<file path="config.mk">
export PLATFORM = sky130hd
export DESIGN_NAME = sqrt_bcd_display
export DESIGN_NICKNAME = d
export VERILOG_FILES = /design/src/rtl/sqrt_bcd_display.sv
export SDC_FILE = /design/constraint.sdc
export NUM_CORES = 1
export LEC_CHECK = 0
export ABC_AREA = 1
export CAP_MARGIN = 20
export CORE_MARGIN = 8
export CORE_UTILIZATION = 57
export DETAILED_ROUTE_END_ITERATION = 8
export GPL_ROUTABILITY_DRIVEN = 1
export PLACE_DENSITY = 0.86
export SLEW_MARGIN = 40
export SYNTH_ARGS = -nofsm -noshare
export SYNTH_HDL_FRONTEND = slang
export SYNTH_SLANG_ARGS = --single-unit
</file>
<file path="constraint.sdc">
create_clock -name clk -period 2.55 [get_ports clk]
set_clock_uncertainty 0.2 [all_clocks]
set_input_delay 0.6375 -clock clk [delete_from_list [all_inputs] [get_ports clk]]
set_output_delay 0.6375 -clock clk [all_outputs]
set_load 0.02 [all_outputs]
</file>
<file path="src/rtl/sqrt_bcd_display.sv">
// Converts an 8-bit binary result to 3 BCD digits with a sequential double-dabble,
// then drives a scanned 3-digit 7-segment display with leading-zero blanking.
module sqrt_bcd_display #(
    parameter int unsigned SCAN_DIV = 1024
) (
    input  logic        clk,
    input  logic        rst,
    input  logic        in_valid,
    output logic        in_ready,
    input  logic [7:0]  in_data,
    output logic        busy,
    output logic [11:0] bcd,
    output logic        bcd_valid,
    output logic [6:0]  seg,
    output logic [2:0]  dig_en
);

    localparam int unsigned     ScanW   = (SCAN_DIV > 1) ? $clog2(SCAN_DIV) : 1;
    localparam logic [ScanW-1:0] ScanMax = ScanW'(SCAN_DIV - 1);

    typedef enum logic [1:0] {StIdle, StConv, StDone} state_e;

    state_e            state_q, state_d;
    logic [19:0]       sr_q, sr_d;
    logic [2:0]        step_q, step_d;
    logic [11:0]       bcd_q, bcd_d;
    logic              bcd_valid_q, bcd_valid_d;
    logic [ScanW-1:0]  scan_q, scan_d;
    logic [2:0]        dig_q, dig_d;

    function automatic logic [3:0] adj3(input logic [3:0] n);
        return (n >= 4'd5) ? n + 4'd3 : n;
    endfunction

    function automatic logic [6:0] seg7(input logic [3:0] n);
        logic [6:0] s;
        case (n)
            4'd0:    s = 7'h3F;
            4'd1:    s = 7'h06;
            4'd2:    s = 7'h5B;
            4'd3:    s = 7'h4F;
            4'd4:    s = 7'h66;
            4'd5:    s = 7'h6D;
            4'd6:    s = 7'h7D;
            4'd7:    s = 7'h07;
            4'd8:    s = 7'h7F;
            4'd9:    s = 7'h6F;
            default: s = 7'h00;
        endcase
        return s;
    endfunction

    always_comb begin
        state_d     = state_q;
        sr_d        = sr_q;
        step_d      = step_q;
        bcd_d       = bcd_q;
        bcd_valid_d = 1'b0;
        unique case (state_q)
            StIdle: begin
                if (in_valid) begin
                    sr_d    = {12'b0, in_data};
                    step_d  = 3'd0;
                    state_d = StConv;
                end
            end
            StConv: begin
                // Add-3 correction on every BCD nibble, then shift the whole register.
                sr_d   = {adj3(sr_q[18:16]  == 3'd0 ? sr_q[19:16] : sr_q[19:16]),
                          adj3(sr_q[15:12]), adj3(sr_q[11:8]), sr_q[7:0]};
                sr_d   = {sr_d[18:0], 1'b0};
                step_d = step_q + 3'd1;
                if (step_q == 3'd7) begin
                    state_d = StDone;
                end
            end
            StDone: begin
                bcd_d       = sr_q[19:8];
                bcd_valid_d = 1'b1;
                state_d     = StIdle;
            end
            default: state_d = StIdle;
        endcase
    end

    always_comb begin
        scan_d = (scan_q == ScanMax) ? '0 : scan_q + ScanW'(1);
        dig_d  = (scan_q == ScanMax) ? {dig_q[1:0], dig_q[2]} : dig_q;
    end

    always_ff @(posedge clk) begin
        if (rst) begin
            state_q     <= StIdle;
            sr_q        <= '0;
            step_q      <= '0;
            bcd_q       <= '0;
            bcd_valid_q <= 1'b0;
            scan_q      <= '0;
            dig_q       <= 3'b001;
        end else begin
            state_q     <= state_d;
            sr_q        <= sr_d;
            step_q      <= step_d;
            bcd_q       <= bcd_d;
            bcd_valid_q <= bcd_valid_d;
            scan_q      <= scan_d;
            dig_q       <= dig_d;
        end
    end

    // Tens blanks only when hundreds is also zero; ones is always lit.
    always_comb begin
        seg = 7'h00;
        unique case (dig_q)
            3'b001: seg = seg7(bcd_q[3:0]);
            3'b010: if (bcd_q[11:4] != 8'd0) seg = seg7(bcd_q[7:4]);
            3'b100: if (bcd_q[11:8] != 4'd0) seg = seg7(bcd_q[11:8]);
            default: seg = 7'h00;
        endcase
    end

    assign in_ready  = (state_q == StIdle);
    assign busy      = (state_q != StIdle);
    assign bcd       = bcd_q;
    assign bcd_valid = bcd_valid_q;
    assign dig_en    = dig_q;

endmodule

</file>
==> impl_metrics.py <==
metrics = {
    "run_status": {
        "status": "complete, no violations",
    },
    "critical_path": {
        "rrSetupSlack_ns": 0.32,
        "path_class": "flop to output pin",
        "crit_required_ns": 1.71,
        "rr_worst_depth": 12,
        "critPathArrivalTime_ns": 1.60,
        "r2r_start": "state_q[0]$_SDFFE_PP0P_",
        "critPathCaptureType": "output pin",
        "endpoint": "in_ready",
        "cp_max_fo": 5,
        "start_kind": "flop",
        "crit_start": "state_q[0]$_SDFFE_PP0P_",
    },
    "grt": {
        "grt_pass1_vias": 3234,
        "grt_antenna_before_repair": 0,
        "grtUsageTotal": 0.174,
        "grt_pass1_wl_mm": 14.0,
        "grt_max_degree": 23,
        "grt-ovfl-total": 0,
    },
    "drt": {
        "wl_per_cell_um": 12.7,
        "post-route-drc-count": 0,
        "dr.pass1.iters": 5,
        "via_count": 3443,
        "ant_nets": 0,
        "via_per_inst": 5.26,
        "drt_wl_total_mm": 8.31,
        "drtIter0Drc": 127,
    },
    "cts": {
        "cts_tree": "built",
        "root_buffer": "clkbuf_8",
        "clkLatencyLatePin_ns": 0.34,
        "max-clock-path-buffers": 2,
        "clkTransAtPathRegs_ns": 0.07,
        "clock_sinks": 72,
        "hold_buffers": 0,
        "numCtsBuffers": 9,
        "ctsHtreeMaxLevel": 3,
    },
    "power": {
        "combPwrFrac": 0.052,
        "p_total_uw": 2120,
        "power_frac_clock": 0.403,
        "seqPwrFrac": 0.545,
        "power_density_mw_per_mm2": 484,
        "p_sw_frac": 0.220,
        "p_leak_uw": 0.00219,
        "p_int_uw": 1660,
        "switchingPower_uw": 466,
        "ir_worst_vdd_mv": 0.363,
    },
    "synthesis": {
        "yosysWarningCount": 0,
        "synth_top_area_cell": "dfxtp_1",
        "postSynth.asyncResetShare": 0,
        "yosys-top-cells-count": "nand2_1 (156), dfxtp_1 (72), nand3_1 (63)",
        "synth_top_area_frac": 0.386,
        "avgSynthCellArea_um2": 7.08,
        "synth_nets": 566,
        "synth_seq_cells": 72,
        "synth_flop_cell": "dfxtp_1",
        "synth.cell_area_mm2": 0.00374,
        "synth.most_common_cell": "nand2_1",
        "seq_area_frac_synth": 0.386,
        "ys_types": 30,
        "synthCells": 528,
        "synth_edf_count": 0,
        "yosys-top-cells-area": "dfxtp_1 (39%), nand2_1 (16%), ha_1 (9.0%)",
    },
    "placement": {
        "place_ws_ns": 0.0829,
        "port_buffers": 35,
        "gp_congestion": 0.882,
        "placed_cells": 640,
        "hpwl_mm": 6.12,
    },
    "sta": {
        "finalHoldViolations": 0,
        "fin_ws_ns": 0.115,
        "worst_pin_slew_ns": 0.523,
        "fmaxAchievable_mhz": 411,
        "relSlewSlack": 0.650,
        "fin_tns_setup_ns": 0,
        "period_share": 0.955,
        "final.min_clock_period_ns": 2.44,
        "rsz0062_at_grt": "false",
        "slew_violations": 0,
        "setup_viol": 0,
    },
    "floorplanning": {
        "pin_count": 36,
        "die_w_um": 97.0,
        "start_util": 0.589,
        "core-area_mm2": 0.00635,
        "rows": 29,
        "die-height_um": 97.0,
        "dieArea_mm2": 0.00940,
    },
    "worst_hold_path": {
        "min_path_type": "flop to flop",
    },
    "layout": {
        "drive_gt1_frac": 0.0934,
        "syn_to_final_growth_pct": 17.4,
        "nNetsFinal": 612,
        "final_cells": 655,
        "diodes": 0,
        "post-route-util": 0.691,
    },
    "run": {
        "cap_violations": 0,
    },
}
## stage by stage
stage	hold slack, ns	instance area, um^2
after floorplan	0.218	3740
after global placement	0.230	4230
after detailed placement	0.243	4230
after CTS	0.260	4420
after global routing	0.279	4390
final	0.252	4390
## final cells by class
class / count / area, um^2
multi-input cells: 374 / 1980
clock buffers: 11 / 141
clock inverters: 4 / 45.0
flip-flops and latches: 72 / 1440
inverters: 65 / 244
repair buffers: 52 / 443
well taps: 77 / 96.3
fillers: 500 / 1960
## placed cells by master (no fill, tap or decap), types with 14 or more instances in the layout
master,count
nand3_1,62
o21ai_0,14
ha_1,27
inv_1,62
dfxtp_1,72
clkdlybuf4s50_1,28
buf_4,17
nand4_1,14
nand2_1,156
nor2_1,38
a21oi_1,21
## per-layer routing
layer  GRT usage  share of wire  up-vias
li1            -              -     1790
met1       0.197           0.44     1537
met2       0.297           0.48       88
met3      0.0377          0.053       28
met4      0.0911          0.030        0
met5           0              0        -
## what timing repair did
action / in CTS / in global routing
buffers inserted: 0 / 0
pin swaps: 0 / 0
endpoints found under the setup margin: 7 / 7
gates cloned: 0 / 0
gates resized for setup: 15 / 9
## power groups by stage
stage / clock network, uW / registers (uW) / logic, uW
2_1_floorplan: 0 / 1180 / 75.0
3_3_place_gp: 0 / 1180 / 108
3_5_place_dp: 0 / 1180 / 111
4_1_cts: 874 / 1160 / 111
5_1_grt: 921 / 1160 / 124
6_report: 855 / 1160 / 111
## how the worst min path moves through the flow
stage                         start                   end  slack [ns]  depth (start not counted)
6_report       scan_q[0]$_SDFF_PP0_  scan_q[0]$_SDFF_PP0_        0.25                          1
5_1_grt        scan_q[0]$_SDFF_PP0_  scan_q[0]$_SDFF_PP0_        0.28                          1
4_1_cts        scan_q[0]$_SDFF_PP0_  scan_q[0]$_SDFF_PP0_        0.26                          1
3_5_place_dp   scan_q[0]$_SDFF_PP0_  scan_q[0]$_SDFF_PP0_        0.24                          1
3_3_place_gp   scan_q[0]$_SDFF_PP0_  scan_q[0]$_SDFF_PP0_        0.23                          1
2_1_floorplan  scan_q[0]$_SDFF_PP0_  scan_q[0]$_SDFF_PP0_        0.22                          1
## critical path, stage by stage (launching register included)
cell	delay [ns]
dfxtp_1	0.38
nor2_1	0.23
clkdlybuf4s50_1	0.65
## logic make-up (layout without fill, tap and decap cells)
family                     Yosys count  count (layout)  synth area share
AOI/OAI and AO/OA                   55              55            0.0844
xor gates and xnor gates             6               6            0.0141
adders and majority gates           27              27            0.0904
buffers and inverters               82             132            0.0884
DFF                                 72              72             0.386
and+or+nand+nor                    286             286             0.337
No activity file was read; power rests on OpenSTA's default activity.
